===== config.mk =====
export PLATFORM = sky130hd
export DESIGN_NAME = s_wr_sched
export DESIGN_NICKNAME = d
export VERILOG_FILES = /design/src/rtl/s_wr_sched.sv
export SDC_FILE = /design/constraint.sdc
export NUM_CORES = 1
export LEC_CHECK = 0
export ABC_CLOCK_PERIOD_IN_PS = 6000
export BUFFER_PORTS_ARGS = -buffer_cell sky130_fd_sc_hd__buf_2
export CORE_AREA = 2 2 140 142
export DETAILED_ROUTE_END_ITERATION = 10
export DIE_AREA = 0 0 142 144
export PLACE_DENSITY = 0.67
export SLEW_MARGIN = 10
export SYNTH_ARGS = -nofsm -noshare
export SYNTH_HDL_FRONTEND = slang
export SYNTH_SLANG_ARGS = --single-unit

===== constraint.sdc =====
create_clock -name clk -period 6 [get_ports clk]
set_input_delay 0.3 -clock clk [delete_from_list [all_inputs] [get_ports clk]]
set_output_delay 0.3 -clock clk [all_outputs]
set_load 0.02 [all_outputs]

===== src/rtl/s_wr_sched.sv =====
// s_wr_sched: write-port scheduler and reservation scoreboard for the scalar register file.
//   Functional units return results here. A round-robin arbiter picks one per cycle and drives
//   the registered register-file write port. A per-register reservation bit blocks issue on
//   RAW/WAW hazards against results that are still in flight.
// Ports:
//   clk, rst_n                 clock, asynchronous active-low reset
//   i_flush                    synchronous flush: drops reservations, arbiter state, new writes
//   i_iss_*                    instruction issue request (dest, j/k operands and their use flags)
//   o_iss_stall                combinational issue stall
//   i_fu_valid/addr/data       packed per-requester result returns
//   o_fu_ack                   one-hot combinational grant (result consumed at the edge)
//   o_wr_en/addr/data          registered register-file write port
//   o_busy                     any register reserved
//   o_err                      sticky: a write was committed to an unreserved register
module s_wr_sched #(
   parameter int unsigned NREQ     = 4,
   parameter int unsigned WIDTH    = 64,
   parameter int unsigned LOGDEPTH = 3
) (
   input  logic                     clk,
   input  logic                     rst_n,
   input  logic                     i_flush,
   input  logic                     i_iss_valid,
   input  logic [LOGDEPTH-1:0]      i_iss_dest,
   input  logic [LOGDEPTH-1:0]      i_iss_j_addr,
   input  logic [LOGDEPTH-1:0]      i_iss_k_addr,
   input  logic                     i_iss_uses_j,
   input  logic                     i_iss_uses_k,
   output logic                     o_iss_stall,
   input  logic [NREQ-1:0]          i_fu_valid,
   input  logic [NREQ*LOGDEPTH-1:0] i_fu_addr,
   input  logic [NREQ*WIDTH-1:0]    i_fu_data,
   output logic [NREQ-1:0]          o_fu_ack,
   output logic                     o_wr_en,
   output logic [LOGDEPTH-1:0]      o_wr_addr,
   output logic [WIDTH-1:0]         o_wr_data,
   output logic                     o_busy,
   output logic                     o_err
);

   localparam int unsigned DEPTH = 1 << LOGDEPTH;
   localparam int unsigned PW    = (NREQ > 1) ? $clog2(NREQ) : 1;

   logic [DEPTH-1:0]    r_res;
   logic [PW-1:0]       r_ptr;
   logic                r_wr_en;
   logic [LOGDEPTH-1:0] r_wr_addr;
   logic [WIDTH-1:0]    r_wr_data;
   logic                r_err;

   logic [DEPTH-1:0]    w_clr_vec;
   logic [DEPTH-1:0]    w_eff;
   logic [DEPTH-1:0]    w_set_vec;
   logic                w_stall;
   logic                w_gnt;
   logic [PW-1:0]       w_gnt_idx;
   logic [PW-1:0]       w_ptr_nxt;
   logic [LOGDEPTH-1:0] w_gnt_addr;
   logic [WIDTH-1:0]    w_gnt_data;

   // The register being written this cycle is forwarded by the register file, so it counts free.
   always_comb begin
      w_clr_vec = '0;
      if (r_wr_en) w_clr_vec[r_wr_addr] = 1'b1;
   end

   assign w_eff = r_res & ~w_clr_vec;

   // Operand address 0 is a constant source and never a read hazard; dest 0 is still checked.
   always_comb begin
      w_stall = 1'b0;
      if (i_iss_valid) begin
         w_stall = w_eff[i_iss_dest]
                 | (i_iss_uses_j && (i_iss_j_addr != '0) && w_eff[i_iss_j_addr])
                 | (i_iss_uses_k && (i_iss_k_addr != '0) && w_eff[i_iss_k_addr]);
      end
   end

   always_comb begin
      w_set_vec = '0;
      if (i_iss_valid && !w_stall && !i_flush) w_set_vec[i_iss_dest] = 1'b1;
   end

   // Round-robin search starting at r_ptr; flush suppresses any grant.
   always_comb begin
      logic [PW-1:0] v_idx;
      w_gnt     = 1'b0;
      w_gnt_idx = '0;
      v_idx     = '0;
      for (int unsigned i = 0; i < NREQ; i++) begin
         v_idx = PW'((32'(r_ptr) + i) % NREQ);
         if (!w_gnt && i_fu_valid[v_idx]) begin
            w_gnt     = 1'b1;
            w_gnt_idx = v_idx;
         end
      end
      if (i_flush) w_gnt = 1'b0;
   end

   always_comb begin
      w_gnt_addr = '0;
      w_gnt_data = '0;
      for (int unsigned r = 0; r < NREQ; r++) begin
         if (w_gnt_idx == PW'(r)) begin
            w_gnt_addr = i_fu_addr[r*LOGDEPTH +: LOGDEPTH];
            w_gnt_data = i_fu_data[r*WIDTH +: WIDTH];
         end
      end
   end

   assign w_ptr_nxt = (w_gnt_idx == PW'(NREQ - 1)) ? '0 : w_gnt_idx + 1'b1;

   always_comb begin
      o_fu_ack = '0;
      if (w_gnt) o_fu_ack[w_gnt_idx] = 1'b1;
   end

   always_ff @(posedge clk or negedge rst_n) begin
      if (!rst_n) begin
         r_res     <= '0;
         r_ptr     <= '0;
         r_wr_en   <= 1'b0;
         r_wr_addr <= '0;
         r_wr_data <= '0;
         r_err     <= 1'b0;
      end else if (i_flush) begin
         r_res   <= '0;
         r_ptr   <= '0;
         r_wr_en <= 1'b0;
      end else begin
         // Set after clear: a same-cycle re-reservation of the register being written wins.
         r_res <= w_eff | w_set_vec;
         if (w_gnt) begin
            r_wr_en   <= 1'b1;
            r_wr_addr <= w_gnt_addr;
            r_wr_data <= w_gnt_data;
            r_ptr     <= w_ptr_nxt;
            if (!w_eff[w_gnt_addr]) r_err <= 1'b1;
         end else begin
            r_wr_en <= 1'b0;
         end
      end
   end

   assign o_iss_stall = w_stall;
   assign o_wr_en     = r_wr_en;
   assign o_wr_addr   = r_wr_addr;
   assign o_wr_data   = r_wr_data;
   assign o_busy      = |r_res;
   assign o_err       = r_err;

endmodule


Word-level counts from Yosys, hierarchy flattened
Index checks and enable logic that the tools add are counted.
{ "totals": {"regBits": 79, "inputBits": 287, "wordCells": 106} }
{ "classes": {"n_bitwise": 7, "muxes": 49, "n_lt_le_gt_ge": 13, "n_eq_ne": 3, "addsub": 4, "n_reduce_logical": 24} }
{ "ops": {"columns": ["op", "count"], "rows": [
  ["two-way mux 64 bit", 4],
  ["two-way mux 8 bit", 3],
  ["less-than comparator 3 x 4 -> 1 bit (second input constant)", 5],
  ["two-way mux 1 bit", 19],
  ["less-than comparator 2 x 3 -> 1 bit (second input constant)", 5],
  ["two-way mux 2 bit", 7],
  ["binary-select mux 1 bit (select 3 bit)", 4],
  ["logical AND 1 bit", 12],
  ["two-way mux 3 bit", 4],
  ["AND 8 bit", 1],
  ["binary-select mux 1 bit (select 2 bit)", 4],
  ["NOT 8 bit", 1],
  ["OR 8 bit", 1],
  ["OR reduction 8 bit", 1],
  ["demux 1 bit (select 3 bit)", 2],
  [">= comparator 3 x 1 -> 1 bit (second input constant)", 2],
  ["nonzero test 3 bit", 2],
  ["zero test 1 bit", 5],
  ["adder 2 x 1 -> 2 bit (second input constant)", 2],
  ["adder 2 bit (second input constant)", 2],
  ["equality test 2 bit (second input constant)", 2],
  ["two-way mux 4 bit", 1],
  ["AND reduction 3 bit", 1],
  ["demux 1 bit (select 2 bit)", 1],
  ["other kinds (7)", 9]
]} }

Longest topological paths before layout
Gate-level depths: netlist (run 1).
{ "depth": {"ltp_word": 21, "mapped_depth": 15} }

Worst setup path after synthesis (run 1)
OpenSTA, ideal clock, no wires.
{ "synth_path": {"kind": "register -> register", "startpoint": "register r_ptr[1]", "endpoint": "register r_err, in the netlist o_err", "path_stages_with_launch": 12, "period_less_slack_ps": 3057, "path_buffers": 0, "setup_slack_ps": 2943, "t_arrival_ps": 2931, "setup_ps": 126, "path_cell_list": "dfrtp_1 -> nand2b_1 -> and3_1 -> a311oi_1 -> inv_1 -> ha_1 -> nor2b_4 -> a221oi_1 -> nor3_2 -> a21oi_2 -> mux4_2 -> a221o_1"} }
{ "synth_via": {"elab_chain_len": 21, "word_cells_on_any_way": 38, "cone_classes": "3 x add/sub; 3 x eq/ne; 23 x mux; 1 x bitwise; 8 x reduce/logical"} }
{ "synth_rtl": {"columns": ["item", "line_no", "text"], "rows": [
  ["from (decl)", "45", "logic [PW-1:0] r_ptr;"],
  ["from (signal assigned)", "137", "r_ptr <= w_ptr_nxt;"],
  ["branches (longest 20 deep; another with adder 2 x 1 -> 2 bit)", null, null],
  ["AND reduction 3 bit (no line) (*)", null, null],
  ["to (signal assigned)", "125", "r_err <= 1'b0;"],
  ["to (signal assigned)", "138", "if (!w_eff[w_gnt_addr]) r_err <= 1'b1;"],
  ["to (decl)", "49", "logic r_err;"]
]} }
Every way passes the cells marked *. The select of a mux whose other input is x is not followed.
A chain may end at the register's enable or synchronous reset.

Final worst setup path (run 1)
Ends and elaborated chain as after synthesis.

==> results by group, run 1 <==
STA
  • Min Clock Period, post-route: 4230 ps
  • Finish-stage setup viols: 0
  • Post-route clock period utilization: 0.705
  • Final setup margin: 1770 ps
  • Unrepaired setup endpoints after global routing: no
  • Number of endpoints with negative hold slack in the final report: 0
  • Maximum frequency from static timing analysis: 236 MHz
  • Total count of max-transition violations in the final report: 0
  • Aggregate negative setup slack: 0 ps
  • Final Skew: 4.37 ps
  • Least-Margin Pin Slew: 1010 ps
  • Worst-case headroom to the max-slew limit: 0.329

Floorplanning
  • Initial cell density of the core: 0.281
  • Number of I/O pins: 362
  • Die Ht: 144 um
  • CORE AREA: 19100 um^2
  • Row count: 51
  • Width of the chip: 142 um
  • Area of the die: 20400 um^2

Routing
  • Ratio of routed vias to standard cells: 5.14
  • Drt drc: 0
  • Average wire per standard cell: 16.4 um
  • Final routed wirelength across all metal layers: 20000 um
  • Iteration-0 DRC Markers: 338
  • First-pass iteration count of the detailed router: 5
  • DR vias: 6274
  • Remaining antenna violation count after routing: 0

Yosys
  • Top cell type's share of synthesized area: 0.369
  • Number of synthesized register bits: 79
  • Synth Instances: 664
  • Syn_nets: 955
  • Share of the yosys chip area belonging to registers: 0.369
  • Flip-flop cell with the highest count after synthesis: sky130_fd_sc_hd__dfrtp_1
  • EDFF count, synth: 0
  • Mapped cell area: 5360 um^2
  • Leading cell types by total area after synthesis: sky130_fd_sc_hd__dfrtp_1 (37%), sky130_fd_sc_hd__a221oi_1 (11%), sky130_fd_sc_hd__nor2b_1 (8.6%)
  • Yosys cell types: 51
  • Syn. warnings: 0
  • Largest area contributor in the netlist: sky130_fd_sc_hd__dfrtp_1
  • Share of synthesized registers carrying an async set or reset: 1.00
  • Mean instance size in the synthesized netlist: 8.08 um^2

GRT
  • Pin count of the biggest net entering global routing: 136
  • Number of global-route vias before repair: 5734
  • Global-route wire length before repair: 29400 um
  • Met2 routing resource usage after global routing: 0.301
  • Antenna violations before repair: 2
  • Overflow after GRT: 0
  • Met3 track demand over resource in global routing: 0.0361
  • Layer with the highest usage: met2
  • Tot GR Track Use: 0.184
  • Met1 track demand over resource: 0.241

Worst setup path
  • CP Cell Sequence: nand2b_1 -> and3_1 -> a311oi_1 -> ha_2 -> buf_4 -> a211oi_1 -> a211oi_2 -> nor3_1 -> nor3_1 -> mux2i_1 -> a221o_1
  • Req. time, crit path: 6220 ps
  • Launching element type of the critical path: flop
  • Maximum fanout count along the critical path: 38
  • Critical path start-end classification: flop to flop
  • Arrival time of data at the critical path endpoint: 4450 ps
  • Critical Path Slowest Stage Cell: sky130_fd_sc_hd__ha_2
  • Endpoint class of the critical path: flop
  • Most repeated library cell on the critical path: sky130_fd_sc_hd__nor3_1
  • Delay of the slowest cell on the worst path: 820 ps

Clock network
  • Clock Latency Late Sink: 340 ps
  • Number of buffers created by CTS: 9
  • Setup repair bufs after CTS: 0
  • H-tree depth: 3
  • Maximum buffer depth of the clock tree: 2
  • Clock slew at the register clock pins of the worst setup and hold paths: 60 ps
  • Hold Buf Count CTS: 0
  • Root Buffer Master: sky130_fd_sc_hd__clkbuf_16
  • Post-cts resize count: 0
  • TritonCTS clock tree: built
  • TritonCTS sink count: 79

Power
  • Total power per unit cell area: 318 nW/um^2
  • Overall power after layout: 2.41 mW
  • Leakage Power: 3.59 nW
  • Worst IR Drop VDD: 0.122 mV

Hold path
  • Class of the most critical hold timing path: input pin to asynchronous set/reset pin

Place
  • Pre-CTS worst setup slack: 1790 ps
  • HPWL after detailed placement: 15000 um
  • IO buf count: 361
  • Final weighted congestion of routability-driven global placement: 0.848

Layout
  • Commonest non-fill, non-tap cells in the layout: sky130_fd_sc_hd__buf_2 (360), sky130_fd_sc_hd__dfrtp_1 (79), sky130_fd_sc_hd__nand2_1 (78)
  • Share of post-route cells with drive strength above 1: 0.403
  • Number of nets in the layout: 1268
  • Commonest non-fill, non-tap cell in the layout: sky130_fd_sc_hd__buf_2
  • Area growth from synthesis to layout: 41.5%

Status
  • Result of the run: finished, final reports clean

Flow run
  • Count of maximum capacitance violations: 0
-- kinds of logic after synthesis --
family,Yosys count,synth area share
flops,79,0.369
simple gates,274,0.276
xor+xnor,1,0.00163
fa+ha+maj,4,0.00933
compound gates,233,0.283
mux,3,0.00793
buf+inv,70,0.0534
-- worst max-delay path: cells and delay by family (launching register included) --
kind                     cells  cell delay, ps
AO/OA/AOI/OAI                4            1600
adder cells (fa/ha/maj)      1             820
buffers and inverters        1             520
flip-flops                   1             420
multiplexers                 1             110
AND/OR/NAND/NOR              4             640
-- cell usage after synthesis (4+ instances only) --
| cell type | number |
|---|---|
| sky130_fd_sc_hd__nor2b_1 | 74 |
| sky130_fd_sc_hd__buf_2 | 7 |
| sky130_fd_sc_hd__buf_1 | 5 |
| sky130_fd_sc_hd__a32oi_1 | 4 |
| sky130_fd_sc_hd__nand3b_1 | 7 |
| sky130_fd_sc_hd__o21ai_0 | 69 |
| sky130_fd_sc_hd__and2_1 | 5 |
| sky130_fd_sc_hd__nor3_1 | 68 |
| sky130_fd_sc_hd__nor2_1 | 11 |
| sky130_fd_sc_hd__ha_1 | 4 |
| sky130_fd_sc_hd__clkbuf_1 | 50 |
| sky130_fd_sc_hd__nand2b_1 | 4 |
| sky130_fd_sc_hd__a221oi_1 | 66 |
| sky130_fd_sc_hd__nand3_1 | 4 |
| sky130_fd_sc_hd__o22ai_1 | 8 |
| sky130_fd_sc_hd__inv_1 | 6 |
| sky130_fd_sc_hd__dfrtp_1 | 79 |
| sky130_fd_sc_hd__a21oi_1 | 69 |
| sky130_fd_sc_hd__nand4b_1 | 4 |
| sky130_fd_sc_hd__nand2_1 | 78 |
-- cell type report --
cell class              instances  area (um^2)
clock buffers                  10          239
multi-input cells             515         3130
flip-flops and latches         79         1980
diodes                          1         2.50
inverters                       6         22.5
clock inverters                 5         57.6
repair buffers                366         1860
fillers                      1989        11500
well taps                     238          298
-- stage by stage --
step,instance area (um^2),cells,utilization,hold WS [ps]
after detailed placement,7270,1203,0.381,465
after global routing,7590,1220,0.398,230
after global placement,7270,1203,0.381,456
final,7590,1220,0.398,131
after floorplan,5360,664,-,4.41
after CTS,7570,1218,0.397,182
-- report_power, final --
| part | internal [mW] | switching, mW |
|---|---|---|
| Clock | 0.332 | 0.219 |
| Combinational | 0.423 | 0.678 |
| Sequential | 0.669 | 0.0901 |
-- metal layers --
metal / share of wire / wire length [um] / up-vias
met1: 0.42 / 8320 / 2844
li1: - / - / 3091
met2: 0.49 / 9720 / 304
met4: 0.024 / 472 / 2
met5: 0.00055 / 11 / -
met3: 0.073 / 1450 / 33
-- flip-flops by register name, indices dropped and copies added, names as in the netlist --
register	count
o_err	1
o_wr_addr	3
o_wr_data	64
o_wr_en	1
r_ptr	2
r_res	8
-- path summary, 6_finish.rpt --
check	endpoint	slack [ps]	startpoint	depth (start not counted)
setup / recovery	o_err$_DFFE_PN0P_	1770	r_ptr[1]$_DFFE_PN0P_	11
hold / removal	o_wr_data[15]$_DFFE_PN0P_	130	rst_n	1
setup reg to reg	o_err$_DFFE_PN0P_	1770	r_ptr[1]$_DFFE_PN0P_	11
hold reg to reg	o_wr_data[50]$_DFFE_PN0P_	470	o_wr_data[50]$_DFFE_PN0P_	2
max in group asynchronous	r_res[3]$_DFF_PN0_	5210	rst_n	1
min in group clk	o_wr_data[28]$_DFFE_PN0P_	250	i_fu_data[220]	3
Power figures use the tool's default switching activity.
==> run 2: changes to the inputs <==
==> config.mk (replaced) <==
export PLATFORM = sky130hd
export DESIGN_NAME = s_wr_sched
export DESIGN_NICKNAME = d
export VERILOG_FILES = /design/src/rtl/s_wr_sched.sv
export SDC_FILE = /design/constraint.sdc
export NUM_CORES = 1
export LEC_CHECK = 0
export ABC_AREA = 1
export ABC_CLOCK_PERIOD_IN_PS = 4400
export BUFFER_PORTS_ARGS = -buffer_cell sky130_fd_sc_hd__buf_2
export CORE_AREA = 2 2 142 144
export DETAILED_ROUTE_END_ITERATION = 10
export DIE_AREA = 0 0 144 146
export PLACE_DENSITY = 0.69
export SLEW_MARGIN = 10
export SYNTH_ARGS = -nofsm -noshare
export SYNTH_HDL_FRONTEND = slang
export SYNTH_SLANG_ARGS = --single-unit
==> constraint.sdc (replaced) <==
create_clock -name clk -period 4.4 [get_ports clk]
set_input_delay 0.22 -clock clk [delete_from_list [all_inputs] [get_ports clk]]
set_output_delay 0.22 -clock clk [all_outputs]
set_load 0.02 [all_outputs]
==> run 2 against run 1 <==
Cell count increased by 20%; critical path type unchanged; routed wire length increased by 13%; count of clock-buffer cells in the layout increased by 1; register-to-register slack got worse by 1300 ps; maximum frequency increased by 7.7%; largest cell class unchanged; first-iteration DRC count increased by 26%; utilization increased by 2.1 points; clock skew increased by 1.7 ps; worst hold slack got worse by 110 ps; non-clock buffer count increased by 5.
==> results by group, run 2 <==
Worst setup path
  • Critical Path Slowest Stage Cell: sky130_fd_sc_hd__ha_2 (unchanged)
  • CP Cell Sequence: xnor2_2 -> inv_2 -> nand2_1 -> nand2_2 -> nor2_4 -> nand3_1 -> nand4_1 -> o21ai_0 -> inv_1 -> ha_2 -> inv_2 -> buf_4 -> nor2_1 -> nor2_1 -> a22oi_1 -> inv_1 -> nand3_1 -> nand4_1 -> nand3b_1 (was nand2b_1 -> and3_1 -> a311oi_1 -> ha_2 -> buf_4 -> a211oi_1 -> a211oi_2 -> nor3_1 -> nor3_1 -> mux2i_1 -> a221o_1)
  • Arrival time of data at the critical path endpoint: 4210 ps (was 4450 ps)
  • Maximum fanout count along the critical path: 44 (was 38)
  • Req. time, crit path: 4680 ps (was 6220 ps)
  • Delay of the slowest cell on the worst path: 850 ps (was 820 ps)
  • Critical path start-end classification: flop to flop (unchanged)
  • Sum of buffers and inverters on the critical path: 5 (was 1)
  • Endpoint class of the critical path: flop (unchanged)
  • Launching element type of the critical path: flop (unchanged)
  • Cell family contributing the most delay on the critical path: simple AND/OR/NAND/NOR gates (was compound AO/OA/AOI/OAI gates)

Yosys
  • Yosys cell types: 31 (was 51)
  • Synth Instances: 878 (was 664)
  • EDFF count, synth: 0 (unchanged)
  • Syn. warnings: 0 (unchanged)
  • Cell with the most instances after synthesis: sky130_fd_sc_hd__nand2_1 (was sky130_fd_sc_hd__dfrtp_1)
  • Mapped cell area: 5940 um^2 (was 5360 um^2)
  • Leading cell types by total area after synthesis: sky130_fd_sc_hd__dfrtp_1 (33%), sky130_fd_sc_hd__nand2_1 (16%), sky130_fd_sc_hd__o21ai_0 (12%) (was sky130_fd_sc_hd__dfrtp_1 (37%), sky130_fd_sc_hd__a221oi_1 (11%), sky130_fd_sc_hd__nor2b_1 (8.6%))
  • Flip-flop cell with the highest count after synthesis: sky130_fd_sc_hd__dfrtp_1 (unchanged)
  • Syn_nets: 1169 (was 955)
  • Share of synthesized registers carrying an async set or reset: 1.00 (unchanged)
  • Largest area contributor in the netlist: sky130_fd_sc_hd__dfrtp_1 (unchanged)
  • Number of synthesized register bits: 79 (unchanged)
  • Share of the yosys chip area belonging to registers: 0.333 (was 0.369)
  • Mean instance size in the synthesized netlist: 6.77 um^2 (was 8.08 um^2)
  • Top cell type's share of synthesized area: 0.333 (was 0.369)
  • Synth cell count leaders: sky130_fd_sc_hd__nand2_1 (258), sky130_fd_sc_hd__o21ai_0 (137), sky130_fd_sc_hd__nand3_1 (96) (was sky130_fd_sc_hd__dfrtp_1 (79), sky130_fd_sc_hd__nand2_1 (78), sky130_fd_sc_hd__nor2b_1 (74))

Place
  • Number of placed cells counting well taps: 1448 (was 1203)
  • HPWL after detailed placement: 16700 um (was 15000 um)
  • Post-placement cell area: 7830 um^2 (was 7270 um^2)
  • IO buf count: 361 (unchanged)
  • Final weighted congestion of routability-driven global placement: 0.926 (was 0.848)

Floorplanning
  • Row count: 51 (unchanged)
  • Number of I/O pins: 362 (unchanged)
  • Area of the die: 21000 um^2 (was 20400 um^2)
  • Die Ht: 146 um (was 144 um)
  • Initial cell density of the core: 0.307 (was 0.281)
  • Width of the chip: 144 um (was 142 um)
  • CORE AREA: 19300 um^2 (was 19100 um^2)

GRT
  • Global-route wire length before repair: 34000 um (was 29400 um)
  • Met2 routing resource usage after global routing: 0.358 (was 0.301)
  • Met3 track demand over resource in global routing: 0.0306 (was 0.0361)
  • Layer with the highest usage: met2 (unchanged)
  • Tot GR Track Use: 0.205 (was 0.184)
  • Pin count of the biggest net entering global routing: 132 (was 136)
  • Antenna violations before repair: 0 (was 2)
  • Overflow after GRT: 0 (unchanged)
  • Number of global-route vias before repair: 6627 (was 5734)
  • Met1 track demand over resource: 0.250 (was 0.241)

STA
  • Final Skew: 6.09 ps (was 4.37 ps)
  • Unrepaired setup endpoints after global routing: no (unchanged)
  • Total count of max-transition violations in the final report: 0 (unchanged)
  • Number of endpoints with negative hold slack in the final report: 0 (unchanged)
  • Finish-stage setup viols: 0 (unchanged)
  • Aggregate negative setup slack: 0 ps (unchanged)
  • Least-Margin Pin Slew: 1080 ps (was 1010 ps)
  • Min Clock Period, post-route: 3930 ps (was 4230 ps)
  • Worst-case headroom to the max-slew limit: 0.282 (was 0.329)
  • Post-route clock period utilization: 0.893 (was 0.705)
  • Maximum frequency from static timing analysis: 255 MHz (was 236 MHz)

Status
  • Result of the run: finished, final reports clean (unchanged)

Clock network
  • Maximum buffer depth of the clock tree: 2 (unchanged)
  • Post-cts resize count: 0 (unchanged)
  • Setup repair bufs after CTS: 0 (unchanged)
  • Root Buffer Master: sky130_fd_sc_hd__clkbuf_16 (unchanged)
  • Clock slew at the register clock pins of the worst setup and hold paths: 70 ps (was 60 ps)
  • TritonCTS sink count: 79 (unchanged)
  • H-tree depth: 3 (unchanged)
  • Number of buffers created by CTS: 9 (unchanged)
  • TritonCTS clock tree: built (unchanged)
  • Hold Buf Count CTS: 0 (unchanged)
  • Clock Latency Late Sink: 340 ps (about the same)

Routing
  • Iteration-0 DRC Markers: 427 (was 338)
  • DR vias: 7154 (was 6274)
  • Remaining antenna violation count after routing: 0 (unchanged)
  • Ratio of routed vias to standard cells: 4.88 (was 5.14)
  • First-pass iteration count of the detailed router: 5 (unchanged)
  • Drt drc: 0 (unchanged)
  • Final routed wirelength across all metal layers: 22500 um (was 20000 um)
  • Average wire per standard cell: 15.3 um (was 16.4 um)

Layout
  • Share of post-route cells with drive strength above 1: 0.391 (was 0.403)
  • Area growth from synthesis to layout: 36.4% (was 41.5%)
  • Number of nets in the layout: 1485 (was 1268)
  • Largest register FFs: 64 (unchanged)
  • Commonest non-fill, non-tap cells in the layout: sky130_fd_sc_hd__buf_2 (360), sky130_fd_sc_hd__nand2_1 (258), sky130_fd_sc_hd__o21ai_0 (137) (was sky130_fd_sc_hd__buf_2 (360), sky130_fd_sc_hd__dfrtp_1 (79), sky130_fd_sc_hd__nand2_1 (78))
  • Post-Layout Inst Area: 8110 um^2 (was 7590 um^2)
  • Commonest non-fill, non-tap cell in the layout: sky130_fd_sc_hd__buf_2 (unchanged)
  • Count of placed standard cells in the final layout, fillers left out: 1466 (was 1220)

Power
  • Leakage Power: 4.36 nW (was 3.59 nW)
  • Total power per unit cell area: 1090 nW/um^2 (was 318 nW/um^2)
  • Worst IR Drop VDD: 0.725 mV (was 0.122 mV)

Hold path
  • Class of the most critical hold timing path: input pin to asynchronous set/reset pin (unchanged)

Flow run
  • Count of maximum capacitance violations: 0 (unchanged)
-- run 2: metrics by stage --
stage | power [mW] | hold slack, ps | setup slack (ps) | util
3_5_place_dp | 8.19 | 462 | 503 | 0.405
3_3_place_gp | 8.08 | 460 | 707 | 0.405
4_1_cts | 8.95 | 89.1 | 458 | 0.419
5_1_grt | 9.86 | 165 | 37.4 | 0.419
6_report | 8.87 | 25.3 | 471 | 0.419
2_1_floorplan | 6.49 | -75.6 | 1540 | -
-- run 2: metal layers --
metal / share of wire / vias to the layer above / wire [um]
met2: 0.50 / 344 / 11300
met1: 0.39 / 3168 / 8850
li1: - / 3603 / -
met5: 0 / - / 0
met3: 0.074 / 39 / 1650
met4: 0.030 / 0 / 669
-- run 2: area by class of cell --
type,instances,area (um^2)
Fill cell,2051,11200
Multi-Input combinational cell,701,3490
Sequential cell,79,1980
Timing Repair Buffer,371,1910
Tap cell,265,332
Clock buffer,11,243
Inverter,32,121
Clock inverter,5,33.8
Antenna cell,2,5.00
-- run 2: cell families after synthesis --
logic type	synth area share
buffers and inverters	0.0842
AO/OA/AOI/OAI	0.279
flip-flops	0.333
AND/OR/NAND/NOR	0.293
XOR/XNOR	0.00274
adder cells (fa/ha/maj)	0.00842
-- run 2: path summary, 6_finish.rpt --
kind | end | cells after the start | slack (ps) | from
min | o_wr_data[27]$_DFFE_PN0P_ | 1 | 30 | rst_n
max | o_err$_DFFE_PN0P_ | 19 | 470 | r_ptr[0]$_DFFE_PN0P_
min reg2reg | o_wr_data[35]$_DFFE_PN0P_ | 2 | 470 | o_wr_data[35]$_DFFE_PN0P_
max reg2reg | o_err$_DFFE_PN0P_ | 19 | 470 | r_ptr[0]$_DFFE_PN0P_
min in group clk | o_wr_data[62]$_DFFE_PN0P_ | 3 | 170 | i_fu_data[254]
max in group asynchronous | o_wr_data[23]$_DFFE_PN0P_ | 1 | 3630 | rst_n
-- run 2: power breakdown --
part / switching, mW / leakage, nW / internal (mW) / total (mW)
Sequential: 0.192 / 0.992 / 1.07 / 1.27
Combinational: 4.54 / 3.24 / 2.35 / 6.89
Clock: 0.312 / 0.132 / 0.397 / 0.709
